==> src/rtl/multi_strobe_gen_pkg.sv <==
// Shared constants and types for the multi-channel strobe generator.
package multi_strobe_gen_pkg;

    localparam int unsigned BOARD_CLK_MHZ = 100;

    typedef enum logic [1:0] {
        IDLE,
        RUN,
        DONE
    } strobe_state_t;

    typedef enum logic {
        PERIODIC,
        ONESHOT
    } strobe_mode_t;

    // Clock cycles per strobe at the given rate; callers truncate to their counter width.
    function automatic logic [63:0] reset_period(input logic [63:0] freq_hz);
        return (64'(BOARD_CLK_MHZ) * 64'd1_000_000) / freq_hz;
    endfunction

    function automatic int ch_width(input int n_ch);
        return (n_ch > 1) ? $clog2(n_ch) : 1;
    endfunction

endpackage

==> src/rtl/multi_strobe_gen_if.sv <==
// Configuration write port: one channel's period and mode per valid/ready transfer.
interface multi_strobe_gen_if
    import multi_strobe_gen_pkg::*;
#(
    parameter int N_CH  = 4,
    parameter int CNT_W = 32
);
    localparam int CH_W = ch_width(N_CH);

    logic             cfg_valid_i;
    logic             cfg_ready_o;
    logic [CH_W-1:0]  cfg_ch_i;
    logic [CNT_W-1:0] cfg_period_i;
    logic             cfg_oneshot_i;
    logic             cfg_err_o;

    modport master (
        output cfg_valid_i, cfg_ch_i, cfg_period_i, cfg_oneshot_i,
        input  cfg_ready_o, cfg_err_o
    );

    modport slave (
        input  cfg_valid_i, cfg_ch_i, cfg_period_i, cfg_oneshot_i,
        output cfg_ready_o, cfg_err_o
    );

endinterface

==> src/rtl/multi_strobe_gen_strobe_channel.sv <==
// One strobe channel: IDLE/RUN/DONE FSM with its own counter, period and mode.
module strobe_channel
    import multi_strobe_gen_pkg::*;
#(
    parameter int               CNT_W      = 32,
    parameter logic [CNT_W-1:0] RST_PERIOD = CNT_W'(1)
) (
    input  logic             clk,
    input  logic             rst,
    input  logic             en,
    input  logic             wr,
    input  logic [CNT_W-1:0] wr_period,
    input  strobe_mode_t     wr_mode,
    output logic             strobe,
    output logic             busy
);

    strobe_state_t    state, state_nx;
    strobe_mode_t     mode, mode_nx;
    logic [CNT_W-1:0] cnt, cnt_nx;
    logic [CNT_W-1:0] period, period_nx;
    logic             strobe_nx;

    // NOTE: the period and mode registers are reset too, so a channel enabled
    // straight out of reset runs at the default rate instead of an unknown one.
    // NOTE: sequential state uses non-blocking assignments only, so every
    // register samples the values from before this edge.
    always_ff @(posedge clk or posedge rst) begin
        if (rst) begin
            state  <= IDLE;
            mode   <= PERIODIC;
            cnt    <= '0;
            period <= RST_PERIOD;
            strobe <= 1'b0;
        end else begin
            state  <= state_nx;
            mode   <= mode_nx;
            cnt    <= cnt_nx;
            period <= period_nx;
            strobe <= strobe_nx;
        end
    end

    // NOTE: every variable gets a default before any branch, otherwise a path
    // that skips an assignment would infer a latch.
    always_comb begin
        state_nx  = state;
        mode_nx   = mode;
        cnt_nx    = cnt;
        period_nx = period;
        strobe_nx = 1'b0;

        if (wr) begin
            // A zero period would never match cnt, so it is stored as one.
            period_nx = (wr_period == '0) ? CNT_W'(1) : wr_period;
            mode_nx   = wr_mode;
            cnt_nx    = '0;
            state_nx  = en ? RUN : IDLE;
        end else if (!en) begin
            state_nx = IDLE;
            cnt_nx   = '0;
        end else begin
            unique case (state)
                IDLE: begin
                    state_nx = RUN;
                    cnt_nx   = '0;
                end
                RUN: begin
                    if (cnt == period - CNT_W'(1)) begin
                        strobe_nx = 1'b1;
                        cnt_nx    = '0;
                        if (mode == ONESHOT) state_nx = DONE;
                    end else begin
                        cnt_nx = cnt + CNT_W'(1);
                    end
                end
                DONE:    state_nx = DONE;
                default: state_nx = IDLE;
            endcase
        end
    end

    always_comb begin
        busy = (state == RUN);
    end

endmodule

==> src/rtl/multi_strobe_gen.sv <==
// N_CH independent programmable strobe channels behind one configuration write port.
module multi_strobe_gen
    import multi_strobe_gen_pkg::*;
#(
    parameter int          N_CH            = 4,
    parameter int          CNT_W           = 32,
    parameter int unsigned DEFAULT_FREQ_HZ = 1
) (
    input  logic                  clk_i,
    input  logic                  rst_i,
    multi_strobe_gen_if.slave     cfg,
    input  logic [N_CH-1:0]       en_i,
    output logic [N_CH-1:0]       strobe_o,
    output logic [N_CH-1:0]       busy_o
);

    localparam int               CH_W       = ch_width(N_CH);
    localparam logic [63:0]      RST_P64    = reset_period(64'(DEFAULT_FREQ_HZ));
    localparam logic [CNT_W-1:0] RST_PERIOD = RST_P64[CNT_W-1:0];

    logic            accept;
    logic            in_range;
    logic            ready_pre;
    logic [N_CH-1:0] wr;
    strobe_mode_t    wr_mode;

    assign accept   = cfg.cfg_valid_i && cfg.cfg_ready_o;
    assign in_range = int'(cfg.cfg_ch_i) < N_CH;
    assign wr_mode  = strobe_mode_t'(cfg.cfg_oneshot_i);

    // Ready rises on the second edge after reset release, giving one settling cycle.
    always_ff @(posedge clk_i or posedge rst_i) begin
        if (rst_i) begin
            ready_pre       <= 1'b0;
            cfg.cfg_ready_o <= 1'b0;
            cfg.cfg_err_o   <= 1'b0;
        end else begin
            ready_pre       <= 1'b1;
            cfg.cfg_ready_o <= ready_pre;
            cfg.cfg_err_o   <= accept && !in_range;
        end
    end

    always_comb begin
        wr = '0;
        for (int i = 0; i < N_CH; i++) begin
            if (accept && cfg.cfg_ch_i == CH_W'(i)) wr[i] = 1'b1;
        end
    end

    for (genvar g = 0; g < N_CH; g++) begin : g_ch
        strobe_channel #(
            .CNT_W      (CNT_W),
            .RST_PERIOD (RST_PERIOD)
        ) u_ch (
            .clk       (clk_i),
            .rst       (rst_i),
            .en        (en_i[g]),
            .wr        (wr[g]),
            .wr_period (cfg.cfg_period_i),
            .wr_mode   (wr_mode),
            .strobe    (strobe_o[g]),
            .busy      (busy_o[g])
        );
    end

endmodule

==> src/flat_wrapper.sv <==
// flat-port wrapper written by rule: the top's interface ports become plain ports
module multi_strobe_gen_flat import multi_strobe_gen_pkg::*;
#(
    parameter int          N_CH            = 4,
    parameter int          CNT_W           = 32,
    parameter int unsigned DEFAULT_FREQ_HZ = 1
)
  (clk_i, rst_i, en_i, strobe_o, busy_o, cfg_cfg_valid_i, cfg_cfg_ch_i, cfg_cfg_period_i, cfg_cfg_oneshot_i, cfg_cfg_ready_o, cfg_cfg_err_o);
  multi_strobe_gen_if #(.N_CH(N_CH), .CNT_W(CNT_W)) cfg_i ();
  input  logic clk_i;
  input  logic rst_i;
  input  logic [N_CH-1:0] en_i;
  output logic [N_CH-1:0] strobe_o;
  output logic [N_CH-1:0] busy_o;
  input wire logic [$bits(cfg_i.cfg_valid_i)-1:0] cfg_cfg_valid_i;
  input wire logic [$bits(cfg_i.cfg_ch_i)-1:0] cfg_cfg_ch_i;
  input wire logic [$bits(cfg_i.cfg_period_i)-1:0] cfg_cfg_period_i;
  input wire logic [$bits(cfg_i.cfg_oneshot_i)-1:0] cfg_cfg_oneshot_i;
  output wire logic [$bits(cfg_i.cfg_ready_o)-1:0] cfg_cfg_ready_o;
  output wire logic [$bits(cfg_i.cfg_err_o)-1:0] cfg_cfg_err_o;
  assign cfg_i.cfg_valid_i = cfg_cfg_valid_i;
  assign cfg_i.cfg_ch_i = cfg_cfg_ch_i;
  assign cfg_i.cfg_period_i = cfg_cfg_period_i;
  assign cfg_i.cfg_oneshot_i = cfg_cfg_oneshot_i;
  assign cfg_cfg_ready_o = cfg_i.cfg_ready_o;
  assign cfg_cfg_err_o = cfg_i.cfg_err_o;
  multi_strobe_gen #(.N_CH(N_CH), .CNT_W(CNT_W), .DEFAULT_FREQ_HZ(DEFAULT_FREQ_HZ)) u_core (.clk_i(clk_i), .rst_i(rst_i), .cfg(cfg_i), .en_i(en_i), .strobe_o(strobe_o), .busy_o(busy_o));
endmodule
==> config.mk <==
export PLATFORM = sky130hd
export DESIGN_NAME = multi_strobe_gen_flat
export DESIGN_NICKNAME = d
export VERILOG_FILES = /design/src/rtl/multi_strobe_gen_pkg.sv /design/src/rtl/multi_strobe_gen_if.sv /design/src/rtl/multi_strobe_gen_strobe_channel.sv /design/src/rtl/multi_strobe_gen.sv /design/src/flat_wrapper.sv
export SDC_FILE = /design/constraint.sdc
export NUM_CORES = 1
export LEC_CHECK = 0
export ABC_AREA = 1
export CAP_MARGIN = 10
export CORE_ASPECT_RATIO = 0.75
export CORE_MARGIN = 4
export CORE_UTILIZATION = 68
export DETAILED_ROUTE_END_ITERATION = 8
export MAX_ROUTING_LAYER = met4
export PLACE_DENSITY = 0.95
export SLEW_MARGIN = 10
export SYNTH_ARGS = -nofsm -noshare
export SYNTH_HDL_FRONTEND = slang
export SYNTH_HIERARCHICAL = 1
export SYNTH_SLANG_ARGS = --single-unit
export TNS_END_PERCENT = 20
==> constraint.sdc <==
create_clock -name clk_i -period 3.15 [get_ports clk_i]
set_input_delay 0.63 -clock clk_i [delete_from_list [all_inputs] [get_ports clk_i]]
set_output_delay 0.63 -clock clk_i [all_outputs]
set_load 0.02 [all_outputs]
==> impl_metrics.csv, run 1 <==
group,metric,value,unit
status,status,"complete, no violations",
setup_path,r2r-start,"u_core/g_ch[2].u_ch/period[0]$_DFFE_PP0P_",
pwr,clkPwrFrac,0.295,
routing,dr.max_layer_used,"met4",
timing,rsz0062_at_grt,"no",
setup_path,crit_required,3.57,ns
synth,yosysWarnings,6,
routing,drtIter0Drc,2594,
clocking,cts_tree,"done",
synth,yosysMostFrequentCell,"nand2_1",
floorplan,fp.dieW,204,um
floorplan,ios,52,
clocking,postCtsHoldBufs,0,
setup_path,r2r_end,"u_core/g_ch[2].u_ch/cnt[23]$_DFFE_PP0P_",
clocking,clk_latency,0.58,ns
setup_path,endpoint_kind,"flop",
clocking,cts_setup_buffers,0,
setup_path,critical_path.max_fanout,34,
timing,period_minus_slack,2.95,ns
synth,synth_edf_count,0,
synth,synth_top_area_share,0.289,
floorplan,start_util,0.695,
routing,wl_per_cell,17.3,um
grt,grt_pass1_vias,18500,
routing,routed_wirelength,58.4,mm
pwr,p_seq_frac,0.389,
pwr,irDropWorstVdd,0.491,mV
floorplan,die_h,155,um
synth,synthArstFlopShare,1.00,
timing,slew_viol_final,0,
synth,synth_top_cell_by_area,"dfrtp_1",
timing,tns,0,ns
floorplan,rows,53,
setup_path,cp-endpoint,"u_core/g_ch[2].u_ch/cnt[23]$_DFFE_PP0P_",
timing,worst_slack,0.204,ns
clocking,numCtsBuffers,29,
clocking,cts-resized-gates,0,
routing,vias,19800,
setup_path,worstPathArrival,3.37,ns
timing,fin_crit_sh,0.935,
layout,instances_no_fill,3378,
place,dp_hpwl,44.0,mm
place,place_congestion,1.03,
setup_path,crit_path_start_kind,"flop",
routing,firstDrtPassIters,7,
layout,drive_gt1_frac,0.0853,
pwr,power,0.0116,W
setup_path,rr_worst_depth,13,
setup_path,critPathLaunch,"u_core/g_ch[2].u_ch/period[0]$_DFFE_PP0P_",
pwr,p_leak,9.98,nW
timing,setup_viol,0,
layout,final_core_util,0.763,
routing,wl_met1,24.3,mm
timing,worstMarginPinSlew,0.724,ns
place,dp_cells,3323,
setup_path,critPathKind,"flop to flop",
pwr,p_sw,0.00452,W
routing,drtAntennaViolNets,0,
synth,synth.avg_cell_area,6.74,um^2
synth,synth_seq_cells,274,
clocking,cts_root_buf,"clkbuf_16",
synth,synth_cell_types,37,
grt,grt_usage,0.370,
synth,syn_inst,2905,
floorplan,coreArea,28200,um^2
routing,route.met2.wl,25.7,mm
grt,grt.overflow.total,0,
clocking,cts.sinks,274,
routing,drc,0,
grt,grt_max_degree,69,
floorplan,die_area,31600,um^2
pwr,power.share.combinational,0.316,
timing,hold_violations,0,
run,maxCapViolCount,0,
pwr,power_density,542,nW/um^2
hold_path,hp-class,"flop to flop",
synth,synth_commonest_cells,"981 x nand2_1, 380 x nor2_1, 307 x inv_1",
timing,fmax,339,MHz
synth,synth_nets,2967,
routing,viasPerCell,5.87,
setup_path,r2r_slack,0.20,ns
routing,dr_wl_met3,6.74,mm
clocking,htree_levels,1,
layout,final_nets,3031,
clocking,ctsLongestPathBuffers,3,
grt,grt_pass1_wl,93.6,mm
synth,yosysSeqAreaShare,0.353,
synth,synth_area,19600,um^2
pwr,internal_power,0.00713,W
place,port_buffers,50,
timing,skew,0.0178,ns
grt,antenna_found_initial,2,
synth,synth_flop_cell,"dfrtp_1",
clocking,clk_pin_slew,0.06,ns
layout,area_growth,9.88,%
pwr,p_sw_frac,0.388,
place,pre_cts_slack,0.0787,ns
synth,synthTopCellsByArea,"dfrtp_1 29%, nand2_1 19%, nor2_1 7.3%",
timing,maxSlewHeadroom,0.517,
==> power groups by stage <==
stage | logic, W | clock network, W | registers (W)
CTS | 0.00358 | 0.00346 | 0.00452
detailed placement | 0.00353 | 0 | 0.00457
floorplan | 0.00269 | 0 | 0.00441
global placement | 0.00337 | 0 | 0.00456
finish | 0.00368 | 0.00343 | 0.00454
global route | 0.00409 | 0.00360 | 0.00458
==> how the worst min path moves through the flow <==
stage	startpoint	endpoint	slack, ns	cells past startpoint
floorplan	u_core/ready_pre$_DFF_PP0_	u_core/cfg.cfg_ready_o$_DFF_PP0_	0.33	0
global placement	u_core/ready_pre$_DFF_PP0_	u_core/cfg.cfg_ready_o$_DFF_PP0_	0.33	0
detailed placement	u_core/ready_pre$_DFF_PP0_	u_core/cfg.cfg_ready_o$_DFF_PP0_	0.35	0
CTS	u_core/ready_pre$_DFF_PP0_	u_core/cfg.cfg_ready_o$_DFF_PP0_	0.36	0
global route	u_core/ready_pre$_DFF_PP0_	u_core/cfg.cfg_ready_o$_DFF_PP0_	0.38	0
finish	u_core/ready_pre$_DFF_PP0_	u_core/cfg.cfg_ready_o$_DFF_PP0_	0.36	0
==> cell families after synthesis <==
group           synth area share
flops                      0.353
compound gates            0.0716
other cells             0.000384
xor+xnor                  0.0895
buf+inv                   0.0784
fa+ha+maj                 0.0128
simple gates               0.394
==> per-stage QoR <==
stage | hold WS (ns) | instance area [um^2]
2_1_floorplan | 0.331 | 19600
3_3_place_gp | 0.334 | 20600
3_5_place_dp | 0.345 | 20600
4_1_cts | 0.359 | 21500
5_1_grt | 0.377 | 21500
6_report | 0.359 | 21500
==> routing by layer <==
layer	GRT usage	vias to the layer above
met3	0.0948	158
met5	-	-
met2	0.565	1054
met1	0.502	9331
li1	-	9286
met4	0.0922	0
==> critical path: stages (launching register included) <==
cell	delay, ns
dfrtp_1	0.40
inv_1	0.13
ha_1	0.23
nand2_1	0.17
nor2_2	0.32
nand2_2	0.16
o21bai_2	0.19
nand2_1	0.09
nor2_1	0.09
nand2_1	0.10
nor2_1	0.21
nand3_2	0.18
nand2_4	0.33
a21boi_0	0.17
==> placed cells by master (no fill, tap or decap), types with 16 or more instances in the layout <==
| cell type | instances |
|---|---|
| nand4_1 | 56 |
| dfstp_2 | 48 |
| dfrtp_1 | 226 |
| nor3_1 | 40 |
| inv_1 | 303 |
| nor2_2 | 35 |
| nor2_1 | 376 |
| nand3b_1 | 24 |
| o21ai_0 | 96 |
| buf_4 | 36 |
| clkbuf_16 | 29 |
| ha_1 | 20 |
| xor2_1 | 144 |
| nor4_1 | 40 |
| xnor2_1 | 56 |
| nand3_1 | 148 |
| nor2_4 | 25 |
| o21bai_1 | 16 |
| nand2_2 | 32 |
| nand2_1 | 981 |
| a21oi_1 | 108 |
| clkdlybuf4s50_1 | 50 |
==> state kept, by name, summed over array words and instances, names as in the netlist <==
register                 flops
u_core/g_ch.u_ch/mode        4
u_core/g_ch.u_ch/state       8
u_core/g_ch.u_ch/strobe      4
u_core/cfg.cfg_ready_o       1
u_core/ready_pre             1
u_core/g_ch.u_ch/cnt       128
u_core/g_ch.u_ch/period    128
==> area by class of cell <==
class | instances | area (um^2)
Sequential cell | 274 | 6920
Fill cell | 2184 | 6670
Clock buffer | 38 | 800
Clock inverter | 15 | 135
Timing Repair Buffer | 90 | 851
Multi-Input combinational cell | 2259 | 11100
Inverter | 315 | 1180
Tap cell | 385 | 482
Antenna cell | 2 | 5.00
(Power assumes the default switching activity.)
==> run 2: changes to the inputs <==
--- a/config.mk
+++ b/config.mk
@@ -9,8 +9,9 @@
 export CAP_MARGIN = 10
 export CORE_ASPECT_RATIO = 0.75
 export CORE_MARGIN = 4
-export CORE_UTILIZATION = 68
+export CORE_UTILIZATION = 70
 export DETAILED_ROUTE_END_ITERATION = 8
+export DONT_BUFFER_PORTS = 1
 export MAX_ROUTING_LAYER = met4
 export PLACE_DENSITY = 0.95
 export SLEW_MARGIN = 10
==> run 2 against run 1 <==
  * The flow now finishes with violations (design-rule violations)
  * Non-clock buffer count fell by 70
  * Power fell by 3.7%
  * Register-to-register slack improved by 0.19 ns
  * Flip-flop and latch count did not move
==> impl_metrics.csv, run 2 (synthesized netlist as in run 1, its figures left out) <==
group,metric,value,unit
floorplan,die_h,153,um
timing,tns,0,ns
setup_path,path_common_cell,"nand2_1",
hold_path,holdPathEnd,"u_core/g_ch[0].u_ch/period[26]$_DFFE_PP1P_",
layout,final_cell_mix,"981 x nand2_1, 376 x nor2_1, 303 x inv_1",
timing,maxSlewHeadroom,0.252,
pwr,power_density,541,nW/um^2
setup_path,crit_path_start_kind,"flop",
clocking,htree_levels,1,
clocking,numCtsBuffers,28,
status,violations,"design-rule violations",
run,maxCapViolCount,0,
grt,grt.overflow.total,0,
layout,final_nets,2960,
setup_path,cpMaxStageDelayCell,"dfrtp_1",
setup_path,critPathKind,"flop to flop",
layout,fillCellCount,2073,
routing,viasPerCell,5.90,
routing,drtIter0Drc,2262,
clocking,cts-resized-gates,0,
floorplan,die_area,30700,um^2
clocking,ctsLongestPathBuffers,3,
clocking,clk_pin_slew,0.06,ns
timing,period_minus_slack,2.75,ns
pwr,p_leak,9.64,nW
setup_path,critical_path.max_fanout,34,
clocking,cts_setup_buffers,0,
clocking,cts_tree,"done",
setup_path,rr_worst_depth,14,
pwr,p_sw_frac,0.387,
grt,grt_pass1_vias,18600,
pwr,p_sw,0.00434,W
pwr,power.share.combinational,0.306,
hold_path,hp-class,"input port to flop",
timing,skew,0.0290,ns
floorplan,ios,52,
timing,hold_violations,0,
routing,wl_per_cell,16.9,um
layout,top_regs,"u_core/g_ch.u_ch/cnt: 128 flops, u_core/g_ch.u_ch/period: 128 flops, u_core/g_ch.u_ch/state: 8 flops",
setup_path,crit_buf_inv,1,
setup_path,r2r-start,"u_core/g_ch[2].u_ch/period[0]$_DFFE_PP0P_",
setup_path,crit_family,"simple AND/OR/NAND/NOR gates",
place,dp_hpwl,40.7,mm
pwr,clkPwrFrac,0.289,
floorplan,fp.dieW,201,um
grt,antenna_found_initial,1,
place,port_buffers,0,
pwr,p_seq_frac,0.405,
pwr,irDropWorstVdd,0.544,mV
place,place_congestion,1.02,
grt,grt_max_degree,69,
setup_path,r2r_end,"u_core/g_ch[2].u_ch/state[0]$_DFFE_PP0P_",
setup_path,crit_required,3.65,ns
hold_path,min_path_cells,2,
routing,drtAntennaViolNets,0,
floorplan,coreArea,27300,um^2
setup_path,crit_path_cell_trace,"inv_1 -> ha_1 -> nand2_1 -> nor2_2 -> nand2_2 -> o21bai_2 -> nand2_1 -> nor2_1 -> nand2_1 -> nor2_1 -> nand3_2 -> nand2_4 -> nand3_1 -> nand2_1",
layout,area_growth,5.81,%
clocking,postCtsHoldBufs,1,
floorplan,start_util,0.718,
clocking,cts_root_buf,"clkbuf_16",
grt,grt_usage,0.360,
routing,vias,19300,
hold_path,hp-start,"cfg_cfg_period_i[26]",
clocking,clk_latency,0.58,ns
layout,instances_no_fill,3272,
grt,grt_pass1_wl,90.2,mm
layout,drive_gt1_frac,0.0777,
routing,routed_wirelength,55.3,mm
setup_path,slowest_delay,0.38,ns
timing,worstMarginPinSlew,1.12,ns
clocking,cts.sinks,274,
place,dp_cells,3218,
routing,firstDrtPassIters,9,
floorplan,rows,52,
timing,fin_crit_sh,0.874,
timing,fmax,363,MHz
timing,setup_viol,0,
routing,drc,43,
setup_path,r2r_slack,0.40,ns
setup_path,endpoint_kind,"flop",
status,status,"complete, but fails checks",
layout,final_common_cell,"nand2_1",
timing,slew_viol_final,0,
timing,rsz0062_at_grt,"no",
pwr,internal_power,0.00687,W
setup_path,worstPathArrival,3.25,ns
run 2: stage by stage:
stage	setup slack (ns)	hold slack (ns)	utilization	area [um^2]	total power, W
CTS	0.430	0.114	0.760	20700	0.0111
global route	0.166	0.129	0.760	20700	0.0119
detailed placement	0.413	0.342	0.727	19800	0.00786
finish	0.397	0.135	0.760	20700	0.0112
global placement	0.538	0.337	0.727	19800	0.00769
floorplan	0.828	0.331	-	19600	0.00711
run 2: final cells by class:
type                       instances  area, um^2  area share
antenna                            1        2.50    0.000121
clock buffer                      45         825      0.0398
clock inverter                     7        51.3     0.00248
inverter                         315        1180      0.0571
multi-input combinational       2259       11100       0.538
sequential                       274        6920       0.334
tap                              351         439      0.0212
timing repair buffer              20         153     0.00737
run 2: layer usage:
layer	GRT usage	part of all wire
met5	-	0
met4	0.115	0.036
met3	0.102	0.11
met2	0.562	0.45
met1	0.461	0.41
run 2: power by group through the flow:
stage	clock (W)	sequential (W)	combinational (W)
2_1_floorplan	0	0.00441	0.00269
3_3_place_gp	0	0.00456	0.00314
3_5_place_dp	0	0.00456	0.00330
4_1_cts	0.00327	0.00452	0.00335
5_1_grt	0.00343	0.00458	0.00386
6_report	0.00324	0.00454	0.00343
run 2: how the worst max path moves through the flow:
stage                                         startpoint                                  endpoint  slack (ns)  cells after the start
2_1_floorplan                                      rst_i    u_core/g_ch[0].u_ch/cnt[0]$_DFFE_PP0P_        0.83                      1
3_3_place_gp                             cfg_cfg_valid_i   u_core/g_ch[0].u_ch/cnt[29]$_DFFE_PP0P_        0.54                     12
3_5_place_dp                             cfg_cfg_valid_i   u_core/g_ch[2].u_ch/cnt[24]$_DFFE_PP0P_        0.41                     11
4_1_cts        u_core/g_ch[2].u_ch/period[0]$_DFFE_PP0P_   u_core/g_ch[2].u_ch/cnt[22]$_DFFE_PP0P_        0.43                     13
5_1_grt        u_core/g_ch[0].u_ch/period[0]$_DFFE_PP0P_   u_core/g_ch[0].u_ch/cnt[23]$_DFFE_PP0P_        0.17                     15
6_report       u_core/g_ch[2].u_ch/period[0]$_DFFE_PP0P_  u_core/g_ch[2].u_ch/state[0]$_DFFE_PP0P_        0.40                     14
==> RTL edit 1 (flow settings as in run 1) <==
`CNT_W` is set to 32 in 4 places; all go to 28.
--- a/src/rtl/multi_strobe_gen_if.sv
+++ b/src/rtl/multi_strobe_gen_if.sv
@@ -3,7 +3,7 @@
     import multi_strobe_gen_pkg::*;
 #(
     parameter int N_CH  = 4,
-    parameter int CNT_W = 32
+    parameter int CNT_W = 28
 );
     localparam int CH_W = ch_width(N_CH);
 
--- a/src/rtl/multi_strobe_gen_strobe_channel.sv
+++ b/src/rtl/multi_strobe_gen_strobe_channel.sv
@@ -2,7 +2,7 @@
 module strobe_channel
     import multi_strobe_gen_pkg::*;
 #(
-    parameter int               CNT_W      = 32,
+    parameter int               CNT_W      = 28,
     parameter logic [CNT_W-1:0] RST_PERIOD = CNT_W'(1)
 ) (
     input  logic             clk,
--- a/src/rtl/multi_strobe_gen.sv
+++ b/src/rtl/multi_strobe_gen.sv
@@ -3,7 +3,7 @@
     import multi_strobe_gen_pkg::*;
 #(
     parameter int          N_CH            = 4,
-    parameter int          CNT_W           = 32,
+    parameter int          CNT_W           = 28,
     parameter int unsigned DEFAULT_FREQ_HZ = 1
 ) (
     input  logic                  clk_i,
--- a/src/flat_wrapper.sv
+++ b/src/flat_wrapper.sv
@@ -2,7 +2,7 @@
 module multi_strobe_gen_flat import multi_strobe_gen_pkg::*;
 #(
     parameter int          N_CH            = 4,
-    parameter int          CNT_W           = 32,
+    parameter int          CNT_W           = 28,
     parameter int unsigned DEFAULT_FREQ_HZ = 1
 )
   (clk_i, rst_i, en_i, strobe_o, busy_o, cfg_cfg_valid_i, cfg_cfg_ch_i, cfg_cfg_period_i, cfg_cfg_oneshot_i, cfg_cfg_ready_o, cfg_cfg_err_o);
Interface: changed (resized cfg_cfg_period_i); port bits go from 52 to 48. No check against the original RTL was run, so the function may have changed too.
==> RTL edit 1 against run 1 <==
The flow now finishes with violations (DRC). Synthesized area down 16%. Worst setup slack better by 120 ps. Non-clock buffer count is 21 lower. Final area is 15% lower. Synthesized cell count down 20%. Hold slack is essentially flat. Core utilization about the same. Sequential cell count is 32 lower. Final cell count shrank 20%. Die area fell by 15%. Total power fell by 11%. Wire length shrank 25%. First-iteration DRC count fell by 41%. Critical path type unchanged.
==> RTL edit 1: results (changes against run 1) <==
----------------------------------------------------
[Pwr]
  Net switching component of the power ... 3690 uW (-18%)
  Total clock network power ... 3390 uW (-1%)
  Maximum vdd drop ... 0.497 mV (+1.2%)
  Internal cell power ... 6690 uW (-6.2%)
  Static power due to leakage ... 0.00842 uW (-16%)
  Share of power burned in registers ... 39.1% (+0.2 points)

[Placement]
  Placed wire-length estimate after detailed placement ... 32100 um (-27%)
  Worst Setup Slack post-DPL ... -29.5 ps (-108 ps)
  Port bufs ... 46 (-8.0%)

[Global route]
  Met3 capacity usage during global routing ... 5.23% (-4.3 points)
  Initial antenna violation count ... 0 (-2)
  Grt met2 use ... 50.9% (-5.6 points)
  GR Util met1 ... 46.9% (-3.3 points)
  Via count of the first global-routing pass ... 14700 (-21%)
  Wire length of the first global-routing pass ... 72600 um (-22%)
  Overall Global Routing Usage ... 33.7% (-3.3 points)

[Yosys]
  Most frequent cells after synthesis ... 699 x nand2_1, 270 x nor2_1, 253 x inv_1
  Post-Synth XOR/XNOR Area ... 11.1% (+2.2 points)
  Total nets after synthesis ... 2383 (-20%)
  Compound-Gate Fraction of Synth Area ... 6.69% (-0.47 points)
  Unique masters post-synth ... 40 (+8.1%)

[Clocking]
  Worst-skew pair later-pin latency ... 540 ps (-40 ps)
  Inserted Clock Buffers ... 25 (-14%)

[Final layout]
  Largest registers ... u_core/g_ch.u_ch/cnt x112, u_core/g_ch.u_ch/period x112, u_core/g_ch.u_ch/state x8
  Net count, final ... 2430 (-20%)
  Share of cells above drive strength 1 ... 10.1% (+1.6 points)
  Antenna Cells ... 0 (-2)

[Route]
  Total number of vias ... 15500 (-22%)
  Number of remaining DRC errors ... 29 (+29)
  Routed WL per cell ... 16.3 um (-5.4%)
  Met2 wire length ... 19300 um (-25%)
  DRC violation total after the first TritonRoute iteration ... 1526 (-41%)
  WL met1 ... 19100 um (-21%)
  Met3 layer wire length in the routed design ... 3890 um (-42%)

[Status]
  Outcome ... finished, violations left
  Failing checks ... DRC

[STA]
  Max-slew headroom at the worst pin ... 49.8% (-1.9 points)
  Worst setup skew after layout ... 10.8 ps (-6.98 ps)

[Critical path]
  Crit path max fanout ... 30 (-12%)

----------------------------------------------------
==> RTL edit 1: per-stage QoR <==
stage	hold slack (ps)	std cells	area, sq um
final	360	2696	18300
after global routing	353	2696	18300
after CTS	350	2696	18300
after detailed placement	336	2651	17300
after global placement	334	2651	17300
after floorplan	331	2325	16500
==> RTL edit 1: final timing paths <==
path | startpoint | to | slack (ps) | depth (start not counted)
max | u_core/g_ch[3].u_ch/period[0]$_DFFE_PP0P_ | u_core/g_ch[3].u_ch/state[0]$_DFFE_PP0P_ | 330 | 13
min | u_core/ready_pre$_DFF_PP0_ | u_core/cfg.cfg_ready_o$_DFF_PP0_ | 360 | 0
max reg2reg | u_core/g_ch[3].u_ch/period[0]$_DFFE_PP0P_ | u_core/g_ch[3].u_ch/state[0]$_DFFE_PP0P_ | 330 | 13
min reg2reg | u_core/ready_pre$_DFF_PP0_ | u_core/cfg.cfg_ready_o$_DFF_PP0_ | 360 | 0
max in group asynchronous | rst_i | u_core/g_ch[3].u_ch/period[8]$_DFFE_PP1P_ | 1740 | 3
min in group asynchronous | rst_i | u_core/ready_pre$_DFF_PP0_ | 500 | 2
==> RTL edit 1: cell type report <==
class | instances | area [sq um]
flip-flops and latches | 242 | 6120
multi-input cells | 1763 | 9120
inverters | 271 | 1020
well taps | 306 | 383
fillers | 1692 | 5650
clock buffers | 30 | 674
clock inverters | 15 | 267
repair buffers | 69 | 683
==> RTL edit 1: worst max-delay path, cell delays in order, from the launching register on <==
cell and delay, ps:
dfrtp_1 420, inv_2 100, ha_1 230, nand3_4 140, nor2_8 190, nand2_2 80, nor2_1 160, xor2_1 180
nand3_1 100, nor2_1 280, nand2_1 160, nand2_2 460, nand3_1 170, nand2_1 90
==> RTL edit 2 (settings of run 1) <==
Without the edit above. Reset style: synchronous (`rst` and `rst_i`), changed in 2 clocked blocks.
--- a/src/rtl/multi_strobe_gen_strobe_channel.sv
+++ b/src/rtl/multi_strobe_gen_strobe_channel.sv
@@ -25,7 +25,7 @@
     // straight out of reset runs at the default rate instead of an unknown one.
     // NOTE: sequential state uses non-blocking assignments only, so every
     // register samples the values from before this edge.
-    always_ff @(posedge clk or posedge rst) begin
+    always_ff @(posedge clk) begin
         if (rst) begin
             state  <= IDLE;
             mode   <= PERIODIC;
--- a/src/rtl/multi_strobe_gen.sv
+++ b/src/rtl/multi_strobe_gen.sv
@@ -29,7 +29,7 @@
     assign wr_mode  = strobe_mode_t'(cfg.cfg_oneshot_i);
 
     // Ready rises on the second edge after reset release, giving one settling cycle.
-    always_ff @(posedge clk_i or posedge rst_i) begin
+    always_ff @(posedge clk_i) begin
         if (rst_i) begin
             ready_pre       <= 1'b0;
             cfg.cfg_ready_o <= 1'b0;
Check against the original RTL: differs if rst_i is asserted again (counterexample within 4 cycles, from zero or initial values and one cycle with rst_i high); with rst_i held inactive, the same outputs for 4 cycles.
==> RTL edit 2 against run 1 <==
Synthesized area rose by 3.3%. Highest routed layer unchanged. Synthesized cell count is 10% higher. Final area is 2.2% higher. Via count is 11% higher. Wire length grew 13%. Sequential cell count unchanged. Sequential share of layout area decreased by 7.2 points. Core utilization down 1.0 points. Worst setup slack worse by 28 ps. Maximum frequency down 0.95%. Global-route usage grew 2.7 points. Largest cell class unchanged.
Power is not compared: it rests on default switching activity, and its combinational part moved more than twofold at a synthesized area within 25%.
==> RTL edit 2: results (changes against run 1) <==
----------------------------------------------------
[Final layout]
  Net count, final ... 3276 (+8.1%)
  Num sequential ... 274 (unchanged)
  Area of the multi-input gates ... 12700 sq um (+14%)
  Clock-cell share ... 4.80% (+0.46 points)
  Share of cells above drive strength 1 ... 6.86% (-1.7 points)
  Antenna Cells ... 0 (-2)
  Seq area share ... 24.9% (-7.2 points)
  Bufs w/o clock ... 79 (-12%)
  Multi-In Gates ... 2409 (+6.6%)
  Share of final layout cell area taken by non-clock buffers ... 3.24% (-0.71 points)
  Clock Buffer Count ... 35 (-7.9%)
  Synth-to-Final Area Change ... 8.66%
  Fill cell instance count of the final layout ... 2373 (+8.7%)
  Inverters ... 421 (+34%)

[Yosys]
  Seq/Total Area, Yosys ... 27.1% (-8.2 points)
  Share of async-settable or async-resettable flops after synthesis ... 0% (-100 points)
  Unique masters post-synth ... 47 (+27%)
  Top flip-flop cell by instance count after synthesis ... dfxtp_1
  Most frequent cells after synthesis ... 757 x nand2_1, 411 x nor2_1, 401 x inv_1
  Cell count after synthesis ... 3209 (+10%)
  Ranking of synthesized cells by area ... dfxtp_1 27%, nand2_1 14%, nor2_1 7.6%

[Placement]
  DP Area ... 20900 sq um (+1.7%)
  Worst Setup Slack post-DPL ... 87.6 ps (+8.98 ps)
  GP Congestion ... 1.08 (+4.7%)

[Status]
  Outcome ... complete, no violations

[Route]
  Routed Wire Length ... 65900 um (+13%)
  Pre-Repair DR Iteration Count ... 6 (-1)
  Total number of vias ... 22100 (+11%)
  Average vias per placed instance ... 6.08 (+3.5%)
  DRC violation total after the first TritonRoute iteration ... 2883 (+11%)

[Global route]
  Maximum number of pins on one net before global-route repair ... 43 (-38%)
  Wire length of the first global-routing pass ... 104000 um (+11%)
  Overall Global Routing Usage ... 39.8% (+2.7 points)
  Via count of the first global-routing pass ... 20000 (+8.1%)

[Critical path]
  R2R Setup Slk ... 290 ps (+90 ps)
  Crit path capture ... busy_o[1]
  Worst reg2reg endpoint ... u_core/g_ch[3].u_ch/cnt[31]$_SDFFE_PP0P_
  Endpoint arrival time on the critical path ... 2340 ps (-1030 ps)
  Worst R2R Start ... u_core/g_ch[3].u_ch/period[0]$_SDFFE_PP0P_
  Worst reg2reg path depth ... 12 (-1)
  Crit path max fanout ... 12 (-65%)

[Worst hold path]
  Hold EP ... u_core/cfg.cfg_ready_o$_SDFF_PP0_
  Number of cells on the worst hold path ... 2 (+2)
  Start point of the worst min-delay path ... u_core/ready_pre$_DFF_P_

[Die]
  Standard cell core area ... 29200 sq um (+3.6%)

[Pwr]
  Overall Power ... 8310 uW

[Clocking]
  Worst-skew pair later-pin latency ... 590 ps

[STA]
  Worst setup skew after layout ... 12.6 ps (-5.27 ps)
  Final period demand of the worst path ... 2970 ps (+28.3 ps)
  Worst slew pin tran ... 1140 ps (+415 ps)
  Tightest hold margin ... 430 ps (+70.7 ps)

----------------------------------------------------
-- RTL edit 2: logic make-up after synthesis --
family / count (synthesis) / synth area share [%]
AOI/OAI and AO/OA: 388 / 10.5
xor gates and xnor gates: 201 / 8.81
adders and majority gates: 20 / 1.24
buffers and inverters: 526 / 10.3
DFF: 274 / 27.1
other: 1 / 0.0185
and+or+nand+nor: 1799 / 42.0
-- RTL edit 2: routing by layer --
layer	global-route usage (%)	wire length (um)	vias up
li1	-	-	10400
met1	52.7	26800	10100
met2	60.5	28300	1357
met3	9.07	8130	229
met4	13.6	2600	0
met5	-	0	-
-- RTL edit 2: power by group through the flow --
stage	clock network (uW)	registers, uW	logic (uW)
2_1_floorplan	0	3630	556
3_3_place_gp	0	3650	834
3_5_place_dp	0	3660	858
4_1_cts	3820	3580	870
5_1_grt	3980	3590	970
6_report	3830	3580	901
-- RTL edit 2: critical path: stages, from the launching register on --
cell	delay (ps)
dfxtp_1	320
inv_1	90
ha_1	620
clkdlybuf4s50_1	740
